`src/rtl/mux_2x1_arbiter.sv`:
```
//------------------------------------------------------------------------------
// Module  : mux_2x1_arbiter (with leaf mux_2x1_1bit)
// Brief   : Round-robin 2-requester arbiter steering a WIDTH-bit 2:1 mux.
//           Optional grant hold limit: define ARB_HOLD_LIMIT_EN.
// Revision: 1.0 - initial release
//------------------------------------------------------------------------------
`timescale 1ns/1ps
`default_nettype none

module mux_2x1_1bit (
  input  logic a,
  input  logic b,
  input  logic s,
  output logic y
);
  assign y = s ? b : a;
endmodule

module mux_2x1_arbiter #(
  parameter int WIDTH    = 1,
  parameter int HOLD_MAX = 8
) (
  input  logic             clk,
  input  logic             rst_n,
  input  logic             req0,
  input  logic             req1,
  input  logic [WIDTH-1:0] in0,
  input  logic [WIDTH-1:0] in1,
  output logic             gnt0,
  output logic             gnt1,
  output logic             sel,
  output logic [WIDTH-1:0] out,
  output logic             out_valid
);

  typedef enum logic [1:0] {
    IDLE = 2'd0,
    OWN0 = 2'd1,
    OWN1 = 2'd2
  } state_t;

  state_t state_q, state_d;
  logic   sel_q, sel_d;
  logic   last_q, last_d;
  logic   hold_expired;

`ifdef ARB_HOLD_LIMIT_EN
  localparam int HOLD_W = $clog2(HOLD_MAX);
  localparam logic [HOLD_W-1:0] HOLD_LAST = HOLD_W'(HOLD_MAX - 1);

  logic [HOLD_W-1:0] hold_q, hold_d;

  // Counts cycles of continuous ownership; saturates so an uncontested owner keeps the bus.
  always_comb begin
    hold_d = hold_q;
    if (state_d != state_q || state_q == IDLE) begin
      hold_d = '0;
    end else if (hold_q != HOLD_LAST) begin
      hold_d = hold_q + 1'b1;
    end
  end

  always_ff @(posedge clk or negedge rst_n) begin
    if (!rst_n) begin
      hold_q <= '0;
    end else begin
      hold_q <= hold_d;
    end
  end

  assign hold_expired = (hold_q == HOLD_LAST);
`else
  assign hold_expired = 1'b0;
`endif

  always_comb begin
    state_d = state_q;
    case (state_q)
      IDLE: begin
        if (req0 && req1) begin
          state_d = last_q ? OWN0 : OWN1;
        end else if (req0) begin
          state_d = OWN0;
        end else if (req1) begin
          state_d = OWN1;
        end
      end
      OWN0: begin
        if (req1 && (!req0 || hold_expired)) begin
          state_d = OWN1;
        end else if (!req0) begin
          state_d = IDLE;
        end
      end
      OWN1: begin
        if (req0 && (!req1 || hold_expired)) begin
          state_d = OWN0;
        end else if (!req1) begin
          state_d = IDLE;
        end
      end
      default: state_d = IDLE;
    endcase
  end

  // sel and last-served only move when a requester takes ownership; IDLE keeps them.
  always_comb begin
    sel_d  = sel_q;
    last_d = last_q;
    if (state_d == OWN0) begin
      sel_d  = 1'b0;
      last_d = 1'b0;
    end else if (state_d == OWN1) begin
      sel_d  = 1'b1;
      last_d = 1'b1;
    end
  end

  always_ff @(posedge clk or negedge rst_n) begin
    if (!rst_n) begin
      state_q <= IDLE;
      sel_q   <= 1'b0;
      last_q  <= 1'b1;
    end else begin
      state_q <= state_d;
      sel_q   <= sel_d;
      last_q  <= last_d;
    end
  end

  assign gnt0      = (state_q == OWN0);
  assign gnt1      = (state_q == OWN1);
  assign sel       = sel_q;
  assign out_valid = gnt0 | gnt1;

  for (genvar i = 0; i < WIDTH; i++) begin : g_bit
    mux_2x1_1bit u_mux (
      .a (in0[i]),
      .b (in1[i]),
      .s (sel_q),
      .y (out[i])
    );
  end

endmodule

`default_nettype wire

```
`config.mk`:
```
export PLATFORM = sky130hd
export DESIGN_NAME = mux_2x1_arbiter
export DESIGN_NICKNAME = d
export VERILOG_FILES = /design/src/rtl/mux_2x1_arbiter.sv
export SDC_FILE = /design/constraint.sdc
export NUM_CORES = 1
export LEC_CHECK = 0
export BUFFER_PORTS_ARGS = -buffer_cell sky130_fd_sc_hd__buf_2
export CORE_AREA = 2 2 39 41
export DETAILED_ROUTE_END_ITERATION = 6
export DIE_AREA = 0 0 41 43
export GPL_ROUTABILITY_DRIVEN = 0
export SLEW_MARGIN = 20
export SYNTH_ARGS = -nofsm -noshare
export SYNTH_HDL_FRONTEND = slang
export SYNTH_HIERARCHICAL = 1
export SYNTH_SLANG_ARGS = --single-unit
```
`constraint.sdc`:
```
create_clock -name clk -period 4.9 [get_ports clk]
set_input_delay 0.49 -clock clk [delete_from_list [all_inputs] [get_ports clk]]
set_output_delay 0.49 -clock clk [all_outputs]
set_load 0.05 [all_outputs]
```
==> results.cfg, run 1 <==
[global_routing]
antenna_found_initial = 0
first_global_vias = 264
grt_first_pass_wirelength_um = 1104
track_usage_pct = 9.960
grt_overflow = 0
grt_max_degree = 9

[final_layout]
fin_util_pct = 29.02
synthToLayoutAreaGrowth_pct = 31.56
regArea_um2 = 101.3
fin_cells = 62
drive_gt1_share_pct = 32.61
multi_input_area_um2 = 196.4
nFillCells = 162
nets = 58
diodes = 0

[clock_tree]
path_clk_slew_ns = 0.04
h-tree-depth = 1
cts_tree = yes
cts_made_buffers = 3
insertion_delay_ns = 0.24
clockBufferDepth = 2
post_cts_buffers = 0
hold_buffers = 0
clock-sinks = 4
cts-root-buf = clkbuf_4
postCtsResizedCells = 0

[drt]
viasPerCell = 4.597
antenna_left = 0
wl_per_cell_um = 9.581
first_iter_violations = 3
vias = 285
drc = 0
drt_wl_total_um = 594
firstDrtPassIters = 3

[logic_synthesis]
synth_area_um2 = 305.3
synth_edf_count = 0
synth_commonest_cells = ha_1 (5), dfrtp_1 (3), nand2_1 (3)
synth_cell_types = 20
yosysTopAreaCell = dfrtp_1
synth-warning-count = 6
synth_top_area_share_pct = 24.59
async_reset_ff_share_pct = 100.0
syn_nets = 43
ys.flop_type = dfrtp_1
yosysMostFrequentCell = ha_1
ys_seq_area_share_pct = 33.20
syn_area_per_cell_um2 = 9.540
synthTopCellsByArea = dfrtp_1 (25%), ha_1 (20%), dfstp_2 (8.6%)
synthCells = 32
ys_ff_latch = 4

[timing]
min_period_over_period_pct = 36.66
max_slew_margin_pct = 83.62
worstMarginPinSlew_ns = 0.2473
hold_viol = 0
rsz0062_at_grt = no
tns_ns = 0
fin_skew_ns = 0.007699
drv_slew = 0
finalSetupViolations = 0
fmax_mhz = 556.6
min_period_ns = 1.797

[outcome]
status = complete, no violations

[die]
die_area_um2 = 1763
initial_utilization_pct = 22.06
die_y_um = 43
die-width_um = 41
core_area_um2 = 1384
io_pins = 11
rows = 14

[job]
cap_violations = 0

[critical_path]
arrival_ns = 1.91
cp-start-kind = flip-flop
crit_type = reg -> reg
path_max_fanout = 4
crit_required_ns = 5.01
reg2reg_slack_ns = 3.10
crit_path_end_kind = flip-flop

[place]
dp.cells = 58
io_buffers = 10

[min_path]
hold_class = in -> async
[layer usage]
layer	GRT usage (%)	part of all wire, %	vias up
met5	0	0	-
met4	10.00	0	0
met3	4.712	4.7	0
met2	12.81	52	6
met1	11.00	43	133
li1	-	-	146
[placed cells by master (no fill, tap or decap), drive strengths merged, types with 2 or more instances in the layout]
cell    count
o21ai       4
dfrtp       3
clkbuf      4
nor2b       2
buf        10
nand2       3
ha          5
inv         2
[worst paths after layout]
path	cells after the start	end	start
max	8	sel	state_q[0]
min	1	state_q[0]	rst_n
max reg2reg	8	sel	state_q[0]
min reg2reg	2	last_q	last_q
max in group asynchronous	1	last_q	rst_n
min in group clk	2	last_q	last_q
[through the flow]
| stage | setup WS (ns) | hold WS [ns] | cell area (um2) |
|---|---|---|---|
| after detailed placement | 3.120 | 0.2988 | 375.4 |
| after global placement | 3.128 | 0.2979 | 375.4 |
| final | 3.103 | 0.04746 | 401.6 |
| after global routing | 2.899 | 0.03672 | 401.6 |
| after floorplan | 2.847 | 0.1944 | 305.3 |
| after CTS | 3.089 | 0.03887 | 401.6 |
[registers in the layout (all words and copies together) (netlist names)]
| register | count |
|---|---|
| last_q | 1 |
| state_q | 2 |
| sel | 1 |
[worst max-delay path: stages (launching register included)]
cell     delay (ns)
dfrtp_1        0.41
inv_1          0.12
ha_1           0.22
a22oi_1        0.10
o22a_1         0.19
o22ai_1        0.21
ha_1           0.30
nand2_1        0.06
o21ai_0        0.06
[cell families after synthesis]
group / synth area share [%]
compound gates: 24.19
simple gates: 14.75
buf+inv: 2.460
fa+ha+maj: 20.49
flops: 33.20
mux: 4.917
[final cells by class]
| cell class | count | share of cell area, % |
|---|---|---|
| clock buffers | 4 | 6.542 |
| inverters | 2 | 1.869 |
| multi-input cells | 26 | 48.91 |
| flip-flops and latches | 4 | 25.23 |
| well taps | 16 | 4.984 |
| repair buffers | 10 | 12.46 |
Power of run 1 is not shown: default switching activity piles up to over one toggle a cycle in this logic, so the estimate is an artifact.
==> run 2: changes to the inputs <==
clock period = 1.65 ns   (was 4.9 ns; I/O delays follow)
==> run 2 against run 1 <==
Compared with the run above: via count grew 0.35%; design area grew 18%; first-iteration DRC count shrank 67%; critical endpoint unchanged; die area is the same; flip-flop and latch count is the same; wire length grew 4.9%; highest routed layer unchanged.
==> results.cfg, run 2 (same netlist as run 1, synthesis figures left out) <==
[final_layout]
synthToLayoutAreaGrowth_pct = 55.74
diodes = 0
drive_gt1_share_pct = 53.06
nFillCells = 148
top_register = state_q
fin_area_um2 = 475.5
final_cell_mix = buf_2 (10), o21ai_1 (4), ha_4 (3), clkbuf_4 (3)
largest_reg_flops = 2
nets = 61
final_common_cell = buf_2

[drt]
drt_wl_total_um = 623
drc = 0
viasPerCell = 4.400
vias = 286
first_iter_violations = 1
wl_per_cell_um = 9.585
firstDrtPassIters = 2
antenna_left = 0

[global_routing]
grt_max_degree = 9
first_global_vias = 266
track_usage_pct = 8.652
grt_first_pass_wirelength_um = 1007
grt_overflow = 0
antenna_found_initial = 0

[critical_path]
crit_path_end_kind = flip-flop
cp-start-kind = flip-flop
arrival_ns = 1.75
crit_required_ns = 1.76
path_max_fanout = 4
crit_type = reg -> reg
cp_slowest_stage_delay_ns = 0.43
critPathSlowestCell = dfrtp_2
cp_cell_sequence = buf_4 > ha_1 > nand2b_1 > o22ai_2 > ha_4 > nand2_2 > o21ai_1

[timing]
drv_slew = 0
fin_skew_ns = 0.008122
min_period_ns = 1.631
fmax_mhz = 613.0
min_period_over_period_pct = 98.86
worstMarginPinSlew_ns = 0.2501
max_slew_margin_pct = 83.44
finalSetupViolations = 0
rsz0062_at_grt = yes
tns_ns = 0
hold_viol = 0

[clock_tree]
insertion_delay_ns = 0.24
cts_made_buffers = 3
clockBufferDepth = 2
h-tree-depth = 1
cts_tree = yes
path_clk_slew_ns = 0.04
cts-root-buf = clkbuf_4
clock-sinks = 4
post_cts_buffers = 0

[outcome]
status = complete, no violations

[die]
initial_utilization_pct = 22.06
die-width_um = 41
core_area_um2 = 1384
rows = 14
die_area_um2 = 1763
io_pins = 11
die_y_um = 43

[min_path]
hold_class = in -> async

[place]
hpwl_um = 478.7
io_buffers = 10
postPlaceCellArea_um2 = 415.4

[job]
cap_violations = 0
[run 2: changes by cell type in the layout (fill, tap and decap cells not counted), sizes merged]
cell	delta
buf	+2
dlygate4sd3	+1
[run 2: final cells by class]
type                            instances  area, um2  area share (%)
Clock buffer                            4      26.28           5.526
Inverter                                2      7.507           1.579
Sequential cell                         4      103.9           21.84
Timing Repair Buffer                   13      75.07           15.79
Multi-Input combinational cell         26      242.7           51.05
Tap cell                               16      20.02           4.211
[run 2: final timing paths]
kind                       startpoint         end  slack [ns]  cells past startpoint
max                        state_q[0]         sel        0.02                      7
min                             rst_n  state_q[0]        0.26                      2
max reg2reg                state_q[0]         sel        0.02                      7
min reg2reg                    last_q      last_q        0.48                      2
max in group asynchronous       rst_n      last_q        1.18                      2
min in group clk                 req1  state_q[1]        0.31                      3
[run 2: worst max-delay path: cells and delay by family (launching register included)]
family          cells  cell delay (ns)
flops               1             0.43
simple gates        2             0.22
compound gates      2             0.22
fa+ha+maj           2             0.49
buf+inv             1             0.15
[run 2: per-layer routing]
| metal | GRT usage [%] | vias to the layer above | part of all wire (%) |
|---|---|---|---|
| met2 | 11.88 | 3 | 54 |
| li1 | - | 153 | - |
| met1 | 10.68 | 130 | 44 |
| met3 | 1.571 | 0 | 1.3 |
| met5 | 0 | - | 0 |
| met4 | 8.000 | 0 | 0 |
[run 2: repair_timing]
action,4_1_cts,5_1_grt
endpoints found under the setup margin,2,2
hold buffers,1,0
gates resized for setup,4,2
pin swaps,0,1
endpoints found under the hold margin,4,0
[run 2: through the flow]
stage	worst slack, ns	std cells	util, %	hold WS (ns)
floorplan	-0.08419	32	-	-0.1306
global placement	-0.04927	60	30.02	-0.02963
detailed placement	-0.04753	60	30.02	-0.02942
CTS	0.005755	65	34.18	0.2571
global route	-0.04896	65	34.36	0.2833
finish	0.01881	65	34.36	0.2592
Power of run 2 is left out for the same reason.
